`src/rtl/muldiv_if.sv`:
```
// Request/response bundle between the issue logic and the iterative multiply/divide unit.
interface muldiv_if #(
  parameter int WIDTH = 32
);
  logic             start;
  logic [2:0]       funct3;
  logic [WIDTH-1:0] rs1_val;
  logic [WIDTH-1:0] rs2_val;
  logic [4:0]       rd_in;
  logic             busy;
  logic             done;
  logic [WIDTH-1:0] result;
  logic [4:0]       rd_out;
  logic             wr_en;

  modport master (
    output start, funct3, rs1_val, rs2_val, rd_in,
    input  busy, done, result, rd_out, wr_en
  );

  modport slave (
    input  start, funct3, rs1_val, rs2_val, rd_in,
    output busy, done, result, rd_out, wr_en
  );
endinterface

```
`src/rtl/muldiv_unit.sv`:
```
// Iterative RV32M-style multiply/divide: one shift-add or restoring shift-subtract step per cycle.
// Optional MULDIV_EARLY_OUT_EN: divide-by-zero and signed overflow skip the iterations entirely.
module muldiv_unit #(
  parameter int WIDTH = 32
) (
  input  logic     clk,
  input  logic     rst,
  muldiv_if.slave  bus
);

`ifdef MULDIV_EARLY_OUT_EN
  localparam bit EarlyOut = 1'b1;
`else
  localparam bit EarlyOut = 1'b0;
`endif

  localparam int CNT_W = $clog2(WIDTH + 1);
  localparam logic [CNT_W-1:0] LAST = CNT_W'(WIDTH);
  localparam logic [WIDTH-1:0] MOST_NEG = {1'b1, {(WIDTH-1){1'b0}}};

  typedef enum logic [1:0] {IDLE, CALC, DONE} state_t;

  state_t           state, state_nxt;
  logic [CNT_W-1:0] cnt;
  logic [2:0]       op;
  logic             neg;
  logic             special;
  logic [WIDTH-1:0] spec_val;
  logic [WIDTH-1:0] hi, lo, aux;
  logic [WIDTH-1:0] result_q;
  logic [4:0]       rd_q;

  logic             accept;
  logic             a_sgn, b_sgn, a_neg, b_neg;
  logic             div_zero, div_ovf, special_c, neg_c;
  logic [WIDTH-1:0] a_mag, b_mag, spec_c;

  // One iteration: hi:lo is the partial product (mul) or remainder:quotient (div).
  function automatic logic [2*WIDTH-1:0] step(input logic is_div, input logic [WIDTH-1:0] h,
                                              input logic [WIDTH-1:0] l, input logic [WIDTH-1:0] d);
    logic [WIDTH:0]   sum;
    logic [WIDTH:0]   shifted;
    logic [WIDTH+1:0] trial;
    sum     = {1'b0, h} + (l[0] ? {1'b0, d} : '0);
    shifted = {h, l[WIDTH-1]};
    trial   = {1'b0, shifted} - {2'b00, d};
    if (!is_div)
      return {sum, l[WIDTH-1:1]};
    else if (trial[WIDTH+1])
      return {shifted[WIDTH-1:0], l[WIDTH-2:0], 1'b0};
    else
      return {trial[WIDTH-1:0], l[WIDTH-2:0], 1'b1};
  endfunction

  // Re-apply signs to the magnitude result and pick the requested half.
  function automatic logic [WIDTH-1:0] finalize(input logic [2:0] f, input logic n,
                                                input logic [WIDTH-1:0] h, input logic [WIDTH-1:0] l);
    logic [2*WIDTH-1:0] prod;
    prod = n ? -{h, l} : {h, l};
    if (!f[2])
      return (f[1:0] == 2'b00) ? prod[WIDTH-1:0] : prod[2*WIDTH-1:WIDTH];
    else if (!f[1])
      return n ? -l : l;
    else
      return n ? -h : h;
  endfunction

  assign accept = (state == IDLE) && bus.start;

  always_comb begin
    a_sgn     = (bus.funct3 == 3'b001) || (bus.funct3 == 3'b010) ||
                (bus.funct3 == 3'b100) || (bus.funct3 == 3'b110);
    b_sgn     = (bus.funct3 == 3'b001) || (bus.funct3 == 3'b100) || (bus.funct3 == 3'b110);
    a_neg     = a_sgn && bus.rs1_val[WIDTH-1];
    b_neg     = b_sgn && bus.rs2_val[WIDTH-1];
    a_mag     = a_neg ? -bus.rs1_val : bus.rs1_val;
    b_mag     = b_neg ? -bus.rs2_val : bus.rs2_val;
    neg_c     = (bus.funct3[2] && bus.funct3[1]) ? a_neg : (a_neg ^ b_neg);
    div_zero  = bus.funct3[2] && (bus.rs2_val == '0);
    div_ovf   = ((bus.funct3 == 3'b100) || (bus.funct3 == 3'b110)) &&
                (bus.rs1_val == MOST_NEG) && (bus.rs2_val == '1);
    special_c = div_zero || div_ovf;
    spec_c    = '0;
    if (div_zero)
      spec_c = bus.funct3[1] ? bus.rs1_val : '1;
    else if (div_ovf)
      spec_c = bus.funct3[1] ? '0 : MOST_NEG;
  end

  always_comb begin
    state_nxt = state;
    case (state)
      IDLE: if (bus.start) state_nxt = (EarlyOut && special_c) ? DONE : CALC;
      CALC: if (cnt == LAST) state_nxt = DONE;
      DONE: state_nxt = IDLE;
      default: state_nxt = IDLE;
    endcase
  end

  always_ff @(posedge clk or posedge rst) begin
    if (rst) state <= IDLE;
    else     state <= state_nxt;
  end

  // Control and write-back registers: cleared by reset.
  always_ff @(posedge clk or posedge rst) begin
    if (rst) begin
      cnt      <= '0;
      result_q <= '0;
      rd_q     <= '0;
    end else if (accept) begin
      cnt  <= '0;
      rd_q <= bus.rd_in;
      if (EarlyOut && special_c) result_q <= spec_c;
    end else if (state == CALC) begin
      if (cnt == LAST) begin
        cnt      <= '0;
        result_q <= special ? spec_val : finalize(op, neg, hi, lo);
      end else begin
        cnt <= cnt + 1'b1;
      end
    end
  end

  // Operand/working registers: fully reloaded on every accept, so no reset needed.
  always_ff @(posedge clk) begin
    if (accept) begin
      op       <= bus.funct3;
      neg      <= neg_c;
      special  <= special_c;
      spec_val <= spec_c;
      hi       <= '0;
      lo       <= a_mag;
      aux      <= b_mag;
    end else if (state == CALC && cnt != LAST) begin
      {hi, lo} <= step(op[2], hi, lo, aux);
    end
  end

  assign bus.busy   = (state != IDLE);
  assign bus.done   = (state == DONE);
  assign bus.wr_en  = (state == DONE);
  assign bus.result = result_q;
  assign bus.rd_out = rd_q;

endmodule

```
`src/flat_wrapper.sv`:
```
// flat-port wrapper written by rule: the top's interface ports become plain ports
module muldiv_unit_flat 
#(
  parameter int WIDTH = 32
)
  (clk, rst, bus_start, bus_funct3, bus_rs1_val, bus_rs2_val, bus_rd_in, bus_busy, bus_done, bus_result, bus_rd_out, bus_wr_en);
  muldiv_if #(.WIDTH(WIDTH)) bus_i ();
  input  logic clk;
  input  logic rst;
  input wire logic [$bits(bus_i.start)-1:0] bus_start;
  input wire logic [$bits(bus_i.funct3)-1:0] bus_funct3;
  input wire logic [$bits(bus_i.rs1_val)-1:0] bus_rs1_val;
  input wire logic [$bits(bus_i.rs2_val)-1:0] bus_rs2_val;
  input wire logic [$bits(bus_i.rd_in)-1:0] bus_rd_in;
  output wire logic [$bits(bus_i.busy)-1:0] bus_busy;
  output wire logic [$bits(bus_i.done)-1:0] bus_done;
  output wire logic [$bits(bus_i.result)-1:0] bus_result;
  output wire logic [$bits(bus_i.rd_out)-1:0] bus_rd_out;
  output wire logic [$bits(bus_i.wr_en)-1:0] bus_wr_en;
  assign bus_i.start = bus_start;
  assign bus_i.funct3 = bus_funct3;
  assign bus_i.rs1_val = bus_rs1_val;
  assign bus_i.rs2_val = bus_rs2_val;
  assign bus_i.rd_in = bus_rd_in;
  assign bus_busy = bus_i.busy;
  assign bus_done = bus_i.done;
  assign bus_result = bus_i.result;
  assign bus_rd_out = bus_i.rd_out;
  assign bus_wr_en = bus_i.wr_en;
  muldiv_unit #(.WIDTH(WIDTH)) u_core (.clk(clk), .rst(rst), .bus(bus_i));
endmodule
```
`config.mk`:
```
export PLATFORM = sky130hd
export DESIGN_NAME = muldiv_unit_flat
export DESIGN_NICKNAME = d
export VERILOG_FILES = /design/src/rtl/muldiv_if.sv /design/src/rtl/muldiv_unit.sv /design/src/flat_wrapper.sv
export SDC_FILE = /design/constraint.sdc
export NUM_CORES = 1
export LEC_CHECK = 0
export BUFFER_PORTS_ARGS = -buffer_cell sky130_fd_sc_hd__buf_4
export CORE_ASPECT_RATIO = 1.1
export CORE_MARGIN = 2
export CORE_UTILIZATION = 46
export DETAILED_ROUTE_END_ITERATION = 8
export PLACE_DENSITY = 0.72
export REMOVE_ABC_BUFFERS = 1
export SETUP_SLACK_MARGIN = 0.4
export SLEW_MARGIN = 30
export SYNTH_ARGS = -nofsm -noshare
export SYNTH_HDL_FRONTEND = slang
export SYNTH_SLANG_ARGS = --single-unit
```
`constraint.sdc`:
```
create_clock -name clk -period 5.8 [get_ports clk]
set_clock_uncertainty 0.2 [all_clocks]
set_input_delay 0.29 -clock clk [delete_from_list [all_inputs] [get_ports clk]]
set_output_delay 0.29 -clock clk [all_outputs]
set_load 0.02 [all_outputs]
```
==> key figures <==
Outcome
  – Status: completed

Global route
  – Largest net degree at the start of global routing: 90
  – Initial antenna violation count: 1
  – Total congestion overflow: 0
  – GR Util All Layers: a little under 30%
  – Global-route wire length before repair: 78300 microns
  – Vias in the first global route: 14000

Clock network
  – Clock-pin slew on the worst setup and hold paths: 80 ps
  – CTS root buf: clkbuf_16
  – H-tree Lvls: 4
  – Clock Sinks: 178
  – Clk_lat worst skew: about 470 ps
  – Clock Tree Buf Depth: 2
  – Num CTS Buffers: 17
  – TritonCTS clock tree: built
  – Post-CTS resize count: 0

Layout
  – Fraction of layout cells with a size suffix above 1: 11.0%
  – Final core occ: 53.0%
  – Design Area, Final: around 18000 sq um
  – Final-stage net count: ~2100
  – Layout area overhead: 14.4%
  – N_diodes: 0

Timing
  – Worst-margin pin slew: 985 ps
  – Crit path time final: 4450 ps
  – Final setup vio count: 0
  – Setup tns final: 0 ps
  – Relative slew slack: 34.3%
  – Setup WS post-layout: 1350 ps
  – Final hold viol count: 0
  – Max Slew Vio Count: 0
  – RSZ-0062 raised after global routing: false
  – Fmax: 225 MHz
  – Final worst-path cycle share: ~77%

Detailed routing
  – DRT iter0 DRCs: around 1400
  – Final WL: between 50000 and 60000 microns
  – Routed length per instance: 20.8 microns
  – Antenna Violating Nets Remaining: 0
  – DRC: 0
  – Total number of vias: 14800
  – Detailed Routing Iterations Pass 1: 6
  – Via density: 6.11

Synthesis
  – Mapped cell area: between 15000 and 20000 sq um
  – Synth unique cells: between 80 and 90
  – Cells after Synth: around 1900
  – Ys flop type: edfxtp_1
  – Syn avg cell area: roughly 8.2 sq um
  – Seq cells post-synth: 178
  – Sequential area share after synthesis: between 30% and 40%
  – Number of enable flip-flop cells after synthesis: between 100 and 150
  – Ys async rst share: 25.3%
  – Synth warn: 0

Floorplanning
  – FP Rows: 70
  – # IOs: roughly 120
  – Die X: 178 microns
  – Die ar.: about 35000 sq um
  – Die H: 195 microns
  – Area of the core: 33000 sq um
  – Initial cell density of the core: 46.3%

Place
  – Area post-placement: 16300 sq um
  – Post-Place Worst Slack: 1470 ps
  – Detailed placer's ending HPWL: 36500 microns
  – PortBufs: 114
  – GPL Wtd Cong: approximately 0.96

Pwr
  – Maximum VDD drop: 0.236 mV
  – Leak pwr: 7.21 nW
  – Pwr/cell area: 510 nW/um^2

Critical path
  – Worst EP required: 5940 ps
  – Max incr delay on CP: 750 ps
  – WS Path Type: flip-flop to flip-flop
  – Worst setup SP type: flip-flop
  – Critical Path End Type: flip-flop
  – CP max-delay cell: a2111oi_0
  – Critical Path Fanout Max: 32
  – CP Data Arrival Time: 4590 ps
  – Crit-path cells: inv_1 -> buf_4 -> nor2_1 -> ha_1 -> a211oi_1 -> o211ai_1 -> a41oi_1 -> o31ai_1 -> buf_4 -> a2111oi_0 -> o31ai_1 -> a31oi_1 -> mux2i_1 -> o211ai_1

Worst hold path
  – Worst hold path type: primary input to flip-flop

Flow run
  – Max cap viols: 0
critical path: cells and delay by family (launching register included):
family | cells | cell delay [ps]
AND/OR/NAND/NOR | 1 | 150
multiplexers | 1 | 220
flip-flops | 1 | 510
AO/OA/AOI/OAI | 8 | 2350
adder cells (fa/ha/maj) | 1 | 320
buffers and inverters | 3 | 580
cells in the final DEF (no fill, tap or decap), types with 10 or more instances in the layout:
master,n
nand2_1,187
nor2_1,175
o21ai_0,175
a21oi_1,155
buf_4,135
edfxtp_1,101
xor2_1,96
xnor2_1,94
ha_1,71
inv_1,67
dlygate4sd3_1,65
nand3_1,51
dfrtp_1,45
o21a_1,35
a21o_1,34
mux2i_1,33
dfxtp_1,32
nor3_1,31
o31ai_1,23
nand4_1,21
a31oi_1,21
or3_1,21
nor2b_1,20
clkbuf_16,17
nor4_1,16
or2_2,16
nand2b_1,16
a211oi_1,16
and3_1,15
a221oi_1,11
o221ai_1,11
and2_1,10
o22ai_1,10
o211ai_1,10
sequential cells by signal, indices dropped and copies added (netlist names):
signal / flops
u_core.neg: 1
u_core.bus.result: 32
u_core.spec_val: 32
u_core.special: 1
u_core.state: 2
u_core.aux: 32
u_core.op: 3
u_core.cnt: 6
u_core.bus.rd_out: 5
u_core.hi: 32
u_core.lo: 32
path summary, 6_finish.rpt:
check	from	end	slack (ps)	depth (start not counted)
min reg2reg	u_core.bus.rd_out[0]	u_core.bus.rd_out[0]	280	2
min in group asynchronous	rst	u_core.cnt[4]	270	3
min	bus_rs2_val[31]	u_core.aux[31]	20	2
max in group asynchronous	rst	u_core.bus.result[0]	4690	3
max	u_core.lo[0]	u_core.hi[30]	1350	14
max reg2reg	u_core.lo[0]	u_core.hi[30]	1350	14
metal layers:
metal | share of wire, % | wire length, microns | GRT usage [%] | vias to the layer above
met2 | 46 | 23300 | 46.9 | 628
met1 | 42 | 21400 | 38.3 | 7036
met5 | 0 | 0 | 0 | -
li1 | - | - | - | 6983
met3 | 7.3 | 3670 | 5.00 | 107
met4 | 3.9 | 1960 | 12.8 | 0
cell families (layout without fill, tap and decap cells):
| logic type | Yosys count | after routing | share of synthesized area, % |
|---|---|---|---|
| AO/OA/AOI/OAI | 583 | 583 | 24.0 |
| XOR/XNOR | 190 | 190 | 10.9 |
| adder cells (fa/ha/maj) | 73 | 73 | 6.07 |
| buffers and inverters | 181 | 304 | 5.66 |
| flip-flops | 178 | 178 | 31.4 |
| multiplexers | 43 | 43 | 2.97 |
| AND/OR/NAND/NOR | 613 | 613 | 19.1 |
power breakdown:
part           switching, W  leakage (nW)  total (W)  internal, W
combinational       0.00304          5.08    0.00514      0.00211
clock              0.000603         0.291    0.00118     0.000580
sequential         0.000714          1.84    0.00259      0.00188
total               0.00435          7.21    0.00892      0.00457
synthesized netlist by cell type (all sizes together), types with 20 or more instances:
master	count	area, sq um
o31ai	23	173
nor2	175	657
nand3	51	255
a21oi	156	785
clkbuf	87	407
buf	20	159
dfrtp	45	1130
o21ai	175	876
xnor2	94	823
nor3	31	155
a31oi	21	131
mux2i	33	330
dfxtp	32	641
edfxtp	101	3030
a21o	35	264
ha	71	888
nand2	187	702
nand4	21	131
o21a	35	263
nor2b	20	125
inv	72	270
xor2	96	841
or3	25	165
timing repair:
| item | in CTS | in global routing |
|---|---|---|
| hold buffers | 65 | 0 |
| buffers inserted | 0 | 0 |
| endpoints found under the hold margin | 110 | 0 |
| endpoints found under the setup margin | 0 | 0 |
through the flow:
step           power [W]  hold slack, ps  instances
6_report         0.00892            20.2       2416
5_1_grt          0.00956            16.7       2416
4_1_cts          0.00885           0.156       2416
3_5_place_dp     0.00760             223       2319
3_3_place_gp     0.00753             258       2319
2_1_floorplan    0.00602             189       1752
final cells by class:
cell class              instances  area (sq um)
fillers                      3079         15500
multi-input cells            1502          9640
flip-flops and latches        178          4800
repair buffers                200          1660
well taps                     432           541
clock buffers                  17           425
inverters                      72           275
clock inverters                15           163
Note: power is estimated with default switching activity, not from simulation.
